--- src/rtl/mem_port_arbiter_if.sv ---
// Bundle for the shared load/store port: CPU and peripheral request channels,
// the shared read-data return, and the basic_mem port-B wiring.
interface mem_port_arbiter_if #(
    parameter int WIDTH = 16
);
    logic             cpu_req;
    logic             cpu_we;
    logic [WIDTH-1:0] cpu_addr;
    logic [WIDTH-1:0] cpu_wdata;
    logic             cpu_ack;

    logic             dev_req;
    logic             dev_we;
    logic [WIDTH-1:0] dev_addr;
    logic [WIDTH-1:0] dev_wdata;
    logic             dev_ack;

    logic [WIDTH-1:0] rdata;
    logic             busy;

    logic [WIDTH-1:0] mem_addr;
    logic [WIDTH-1:0] mem_data;
    logic             mem_we;
    logic             mem_reading_for_load;
    logic [WIDTH-1:0] mem_q;

    // Arbiter side
    modport slave (
        input  cpu_req, cpu_we, cpu_addr, cpu_wdata,
        input  dev_req, dev_we, dev_addr, dev_wdata,
        input  mem_q,
        output cpu_ack, dev_ack, rdata, busy,
        output mem_addr, mem_data, mem_we, mem_reading_for_load
    );

    // Requesters and memory side
    modport master (
        output cpu_req, cpu_we, cpu_addr, cpu_wdata,
        output dev_req, dev_we, dev_addr, dev_wdata,
        output mem_q,
        input  cpu_ack, dev_ack, rdata, busy,
        input  mem_addr, mem_data, mem_we, mem_reading_for_load
    );
endinterface

--- src/rtl/mem_port_arbiter.sv ---
// Two-requester arbiter for basic_mem port B: latches the winning request,
// drives the memory port from registers, captures read data, pulses one ack.
module mem_port_arbiter #(
    parameter int WIDTH        = 16,
    parameter bit CPU_PRIORITY = 1'b0
) (
    input  logic                clk,
    input  logic                reset,
    mem_port_arbiter_if.slave   bus
);

    typedef enum logic [1:0] {
        ST_IDLE    = 2'd0,
        ST_ACCESS  = 2'd1,
        ST_CAPTURE = 2'd2,
        ST_RESPOND = 2'd3
    } state_t;

    typedef enum logic {
        OWN_CPU = 1'b0,
        OWN_DEV = 1'b1
    } owner_t;

    state_t           state_r;
    state_t           state_s;
    owner_t           owner_r;
    owner_t           owner_s;
    owner_t           last_owner_r;
    owner_t           last_owner_s;
    logic             we_r;
    logic             we_s;
    logic [WIDTH-1:0] addr_r;
    logic [WIDTH-1:0] addr_s;
    logic [WIDTH-1:0] wdata_r;
    logic [WIDTH-1:0] wdata_s;
    logic [WIDTH-1:0] rdata_r;
    logic             mem_we_r;
    logic             reading_r;
    logic             cpu_ack_r;
    logic             dev_ack_r;
    logic             busy_r;

    // On a tie, round-robin hands the grant to whoever did not win last time
    function automatic logic grant_cpu(input logic req_cpu,
                                       input logic req_dev,
                                       input logic last_was_dev);
        logic g;
        if (!req_cpu) begin
            g = 1'b0;
        end else if (!req_dev) begin
            g = 1'b1;
        end else if (CPU_PRIORITY == 1'b1) begin
            g = 1'b1;
        end else begin
            g = last_was_dev;
        end
        return g;
    endfunction

    // Next-state logic and request latching
    always_comb begin
        state_s      = state_r;
        owner_s      = owner_r;
        last_owner_s = last_owner_r;
        we_s         = we_r;
        addr_s       = addr_r;
        wdata_s      = wdata_r;
        case (state_r)
            ST_IDLE: begin
                if (bus.cpu_req || bus.dev_req) begin
                    if (grant_cpu(bus.cpu_req, bus.dev_req, last_owner_r == OWN_DEV)) begin
                        owner_s      = OWN_CPU;
                        last_owner_s = OWN_CPU;
                        we_s         = bus.cpu_we;
                        addr_s       = bus.cpu_addr;
                        wdata_s      = bus.cpu_wdata;
                    end else begin
                        owner_s      = OWN_DEV;
                        last_owner_s = OWN_DEV;
                        we_s         = bus.dev_we;
                        addr_s       = bus.dev_addr;
                        wdata_s      = bus.dev_wdata;
                    end
                    state_s = ST_ACCESS;
                end else begin
                    state_s = ST_IDLE;
                end
            end
            ST_ACCESS: begin
                if (we_r) begin
                    state_s = ST_RESPOND;
                end else begin
                    state_s = ST_CAPTURE;
                end
            end
            ST_CAPTURE: state_s = ST_RESPOND;
            ST_RESPOND: state_s = ST_IDLE;
            default:    state_s = ST_IDLE;
        endcase
    end

    // State and latched request registers
    always_ff @(posedge clk or posedge reset) begin
        if (reset) begin
            state_r      <= ST_IDLE;
            owner_r      <= OWN_CPU;
            last_owner_r <= OWN_DEV;
            we_r         <= 1'b0;
            addr_r       <= {WIDTH{1'b0}};
            wdata_r      <= {WIDTH{1'b0}};
        end else begin
            state_r      <= state_s;
            owner_r      <= owner_s;
            last_owner_r <= last_owner_s;
            we_r         <= we_s;
            addr_r       <= addr_s;
            wdata_r      <= wdata_s;
        end
    end

    // Strobes are registered from the next state so they line up with it
    always_ff @(posedge clk or posedge reset) begin
        if (reset) begin
            mem_we_r  <= 1'b0;
            reading_r <= 1'b0;
            cpu_ack_r <= 1'b0;
            dev_ack_r <= 1'b0;
            busy_r    <= 1'b0;
        end else begin
            mem_we_r  <= (state_s == ST_ACCESS) && we_s;
            reading_r <= (state_s == ST_ACCESS) && !we_s;
            cpu_ack_r <= (state_s == ST_RESPOND) && (owner_s == OWN_CPU);
            dev_ack_r <= (state_s == ST_RESPOND) && (owner_s == OWN_DEV);
            busy_r    <= (state_s != ST_IDLE);
        end
    end

    // Read data is taken from memory only in CAPTURE and held otherwise
    always_ff @(posedge clk or posedge reset) begin
        if (reset) begin
            rdata_r <= {WIDTH{1'b0}};
        end else if (state_r == ST_CAPTURE) begin
            rdata_r <= bus.mem_q;
        end else begin
            rdata_r <= rdata_r;
        end
    end

    assign bus.mem_addr             = addr_r;
    assign bus.mem_data             = wdata_r;
    assign bus.mem_we               = mem_we_r;
    assign bus.mem_reading_for_load = reading_r;
    assign bus.cpu_ack              = cpu_ack_r;
    assign bus.dev_ack              = dev_ack_r;
    assign bus.rdata                = rdata_r;
    assign bus.busy                 = busy_r;

endmodule
--- src/flat_wrapper.sv ---
// flat-port wrapper written by rule: the top's interface ports become plain ports
module mem_port_arbiter_flat 
#(
    parameter int WIDTH        = 16,
    parameter bit CPU_PRIORITY = 1'b0
)
  (clk, reset, bus_cpu_req, bus_cpu_we, bus_cpu_addr, bus_cpu_wdata, bus_dev_req, bus_dev_we, bus_dev_addr, bus_dev_wdata, bus_mem_q, bus_cpu_ack, bus_dev_ack, bus_rdata, bus_busy, bus_mem_addr, bus_mem_data, bus_mem_we, bus_mem_reading_for_load);
  mem_port_arbiter_if #(.WIDTH(WIDTH)) bus_i ();
  input  logic clk;
  input  logic reset;
  input wire logic [$bits(bus_i.cpu_req)-1:0] bus_cpu_req;
  input wire logic [$bits(bus_i.cpu_we)-1:0] bus_cpu_we;
  input wire logic [$bits(bus_i.cpu_addr)-1:0] bus_cpu_addr;
  input wire logic [$bits(bus_i.cpu_wdata)-1:0] bus_cpu_wdata;
  input wire logic [$bits(bus_i.dev_req)-1:0] bus_dev_req;
  input wire logic [$bits(bus_i.dev_we)-1:0] bus_dev_we;
  input wire logic [$bits(bus_i.dev_addr)-1:0] bus_dev_addr;
  input wire logic [$bits(bus_i.dev_wdata)-1:0] bus_dev_wdata;
  input wire logic [$bits(bus_i.mem_q)-1:0] bus_mem_q;
  output wire logic [$bits(bus_i.cpu_ack)-1:0] bus_cpu_ack;
  output wire logic [$bits(bus_i.dev_ack)-1:0] bus_dev_ack;
  output wire logic [$bits(bus_i.rdata)-1:0] bus_rdata;
  output wire logic [$bits(bus_i.busy)-1:0] bus_busy;
  output wire logic [$bits(bus_i.mem_addr)-1:0] bus_mem_addr;
  output wire logic [$bits(bus_i.mem_data)-1:0] bus_mem_data;
  output wire logic [$bits(bus_i.mem_we)-1:0] bus_mem_we;
  output wire logic [$bits(bus_i.mem_reading_for_load)-1:0] bus_mem_reading_for_load;
  assign bus_i.cpu_req = bus_cpu_req;
  assign bus_i.cpu_we = bus_cpu_we;
  assign bus_i.cpu_addr = bus_cpu_addr;
  assign bus_i.cpu_wdata = bus_cpu_wdata;
  assign bus_i.dev_req = bus_dev_req;
  assign bus_i.dev_we = bus_dev_we;
  assign bus_i.dev_addr = bus_dev_addr;
  assign bus_i.dev_wdata = bus_dev_wdata;
  assign bus_i.mem_q = bus_mem_q;
  assign bus_cpu_ack = bus_i.cpu_ack;
  assign bus_dev_ack = bus_i.dev_ack;
  assign bus_rdata = bus_i.rdata;
  assign bus_busy = bus_i.busy;
  assign bus_mem_addr = bus_i.mem_addr;
  assign bus_mem_data = bus_i.mem_data;
  assign bus_mem_we = bus_i.mem_we;
  assign bus_mem_reading_for_load = bus_i.mem_reading_for_load;
  mem_port_arbiter #(.WIDTH(WIDTH), .CPU_PRIORITY(CPU_PRIORITY)) u_core (.clk(clk), .reset(reset), .bus(bus_i));
endmodule
--- config.mk ---
export PLATFORM = sky130hd
export DESIGN_NAME = mem_port_arbiter_flat
export DESIGN_NICKNAME = d
export VERILOG_FILES = /design/src/rtl/mem_port_arbiter_if.sv /design/src/rtl/mem_port_arbiter.sv /design/src/flat_wrapper.sv
export SDC_FILE = /design/constraint.sdc
export NUM_CORES = 1
export LEC_CHECK = 0
export CAP_MARGIN = 20
export CORE_AREA = 2 2 81 91
export DETAILED_ROUTE_END_ITERATION = 10
export DIE_AREA = 0 0 83 93
export PLACE_DENSITY_LB_ADDON = 0.08
export SYNTH_ARGS = -nofsm -noshare
export SYNTH_HDL_FRONTEND = slang
export SYNTH_SLANG_ARGS = --single-unit
--- constraint.sdc ---
create_clock -name clk -period 2.2 [get_ports clk]
set_input_delay 0.44 -clock clk [delete_from_list [all_inputs] [get_ports clk]]
set_output_delay 0.44 -clock clk [all_outputs]
set_load 0.01 [all_outputs]
==> impl_metrics.json <==
{
  "outcome": "completed",
  "nNetsFinal": 481,
  "die_h_um": 93,
  "synth-edff-count": 0,
  "drc_errors": 0,
  "async_reset_ff_frac": 1.00,
  "slew_headroom": 0.714,
  "p_per_area_mw_per_mm2": 1290,
  "h-tree-depth": 3,
  "slowest_stage": "clkdlybuf4s50_1",
  "critical_path_arrival_ns": 1.25,
  "syn_to_final_growth_pct": 60.3,
  "startpoint_type": "flop",
  "cp_top_family": "buffers and inverters",
  "worst-path-buf-inv": 1,
  "fin_cells": 481,
  "cts_buffers": 9,
  "dr_total_vias": 2483,
  "layout_common_cells": "clkdlybuf4s50_1, dfrtp_1, o21ai_0",
  "cts_resized": 0,
  "num_rows": 32,
  "rsz0062_at_grt": "false",
  "rr_startpoint": "u_core.state_r[0]$_DFF_PP0_",
  "worst-path-max-fanout": 2,
  "setup_tns_ns": 0,
  "cp-end-kind": "output port",
  "drive_gt1_frac": 0.119,
  "final_max_slew_viol_count": 0,
  "grt_usage": 0.196,
  "max_freq_mhz": 593,
  "grt_pass1_vias": 2440,
  "antenna_found_initial": 0,
  "fp.dieW_um": 83,
  "leakage_nw": 1.71,
  "initial_utilization": 0.389,
  "fin_skew_ns": 0.00686,
  "max_cap_viol_count": 0,
  "ys_seq_elements": 58,
  "critPathMaxStageDelay_ns": 0.57,
  "fin_crit_ns": 1.69,
  "hp-class": "in2async",
  "ff2ff_path_depth": 6,
  "synth_top_area_share": 0.536,
  "final_common_cell": "clkdlybuf4s50_1",
  "yosysUniqueCellTypes": 26,
  "ir_worst_vdd_uv": 659,
  "insertedDiodeCount": 0,
  "syn_avg_cell_area_um2": 10.5,
  "power_w": 0.00549,
  "wl_mm": 7.50,
  "coreArea_mm2": 0.00685,
  "ys.flop_type": "dfrtp_1",
  "ys_seq_area_frac": 0.546,
  "cp.required_ns": 1.76,
  "io_pins": 139,
  "fill_cells": 611,
  "cts_buffer_depth": 2,
  "r2r-end": "u_core.bus.mem_data[8]$_DFFE_PP0P_",
  "wl_per_cell_um": 15.6,
  "clk_pin_slew_ns": 0.06,
  "setup.worst_path.class": "reg2out",
  "timing.final.crit_share": 0.766,
  "viasPerCell": 5.16,
  "port_buffers": 138,
  "final_antenna_net_count": 0,
  "dr.pass1.iters": 4,
  "drt_iter0_markers": 160,
  "syn-cell-area_mm2": 0.00266,
  "grt_start_max_net_pins": 59,
  "synth_nets": 344,
  "dp_cells": 465,
  "clock-sinks": 58,
  "cts_setup_buffers": 0,
  "yosysWarningCount": 0,
  "ff2ff_setup_slack_ns": 0.67,
  "hold_viol": 0,
  "post-synth-top-area-cell": "dfrtp_1",
  "crit_path_cell_trace": "clkdlybuf4s50_1",
  "hold_buffers": 0,
  "worstMarginPinSlew_ns": 0.427,
  "insertion_delay_ns": 0.33,
  "cts_tree": "built",
  "dieArea_mm2": 0.00772,
  "synth_area_leaders": "dfrtp_1, a31oi_1, mux2_2",
  "gp_congestion": 0.760,
  "grt.overflow.total": 0,
  "setup_viol": 0,
  "grt_pass1_wl_mm": 12.2,
  "synthCells": 254,
  "hpwl_mm": 5.24,
  "cts-root-buf": "clkbuf_8"
}
## cell usage after synthesis, drive strengths merged (2+ instances only)
library cell	number
nand2	3
clkbuf	3
ha	4
buf	20
inv	5
o21ai	35
nor2	33
a31oi	33
nand2b	2
a21oi	2
nand3	32
mux2	16
dfrtp	57
## state kept, by name (all words and copies together), names as in the netlist, 2 cells and up
register,count
u_core.bus.mem_addr,16
u_core.bus.mem_data,16
u_core.bus.rdata,16
u_core.state_r,2
## worst max-delay path by stage
stage	start	end	slack, ns	cells after the start
after floorplan	reset	u_core.bus.busy$_DFF_PP0_	0.33	1
after global placement	bus_dev_req	u_core.bus.mem_we$_DFF_PP0_	0.32	4
after detailed placement	bus_dev_req	u_core.bus.mem_we$_DFF_PP0_	0.25	4
after CTS	u_core.bus.mem_addr[15]$_DFFE_PP0P_	bus_mem_addr[15]	0.50	1
after global routing	bus_dev_req	u_core.bus.mem_we$_DFF_PP0_	0.43	4
final	u_core.bus.mem_addr[15]$_DFFE_PP0P_	bus_mem_addr[15]	0.51	1
## power breakdown
group / switching (W) / internal, W / total, W
clock: 0.000403 / 0.000435 / 0.000838
combinational: 0.00123 / 0.00156 / 0.00279
sequential: 0.000249 / 0.00161 / 0.00186
total: 0.00188 / 0.00361 / 0.00549
## layer usage
metal | vias to the layer above | part of all wire | routed length [um] | global-route usage
met5 | - | 0 | 0 | 0
met4 | 0 | 0.010 | 78 | 0.0738
met3 | 7 | 0.057 | 431 | 0.0441
met2 | 86 | 0.48 | 3640 | 0.307
met1 | 1208 | 0.45 | 3350 | 0.267
li1 | 1182 | - | - | -
## cell type report
cell class	instances	area [um^2]	area share
flip-flops and latches	58	1450	0.341
multi-input cells	168	1020	0.240
clock buffers	13	149	0.0349
inverters	5	18.8	0.00440
repair buffers	149	1500	0.352
clock inverters	3	15.0	0.00352
well taps	85	106	0.0249
## cells by family after synthesis
family | share of synthesized area
buf+inv | 0.0696
simple gates | 0.128
mux | 0.0677
flops | 0.546
compound gates | 0.169
fa+ha+maj | 0.0188
## through the flow
stage	hold slack (ns)	utilization	area [um^2]	worst slack (ns)
after floorplan	0.472	-	2660	0.334
after global placement	0.488	0.599	4100	0.323
after detailed placement	0.494	0.599	4100	0.254
after CTS	0.497	0.623	4270	0.502
after global routing	0.509	0.623	4270	0.428
final	0.487	0.623	4270	0.515
No activity file was read; power rests on OpenSTA's default activity.
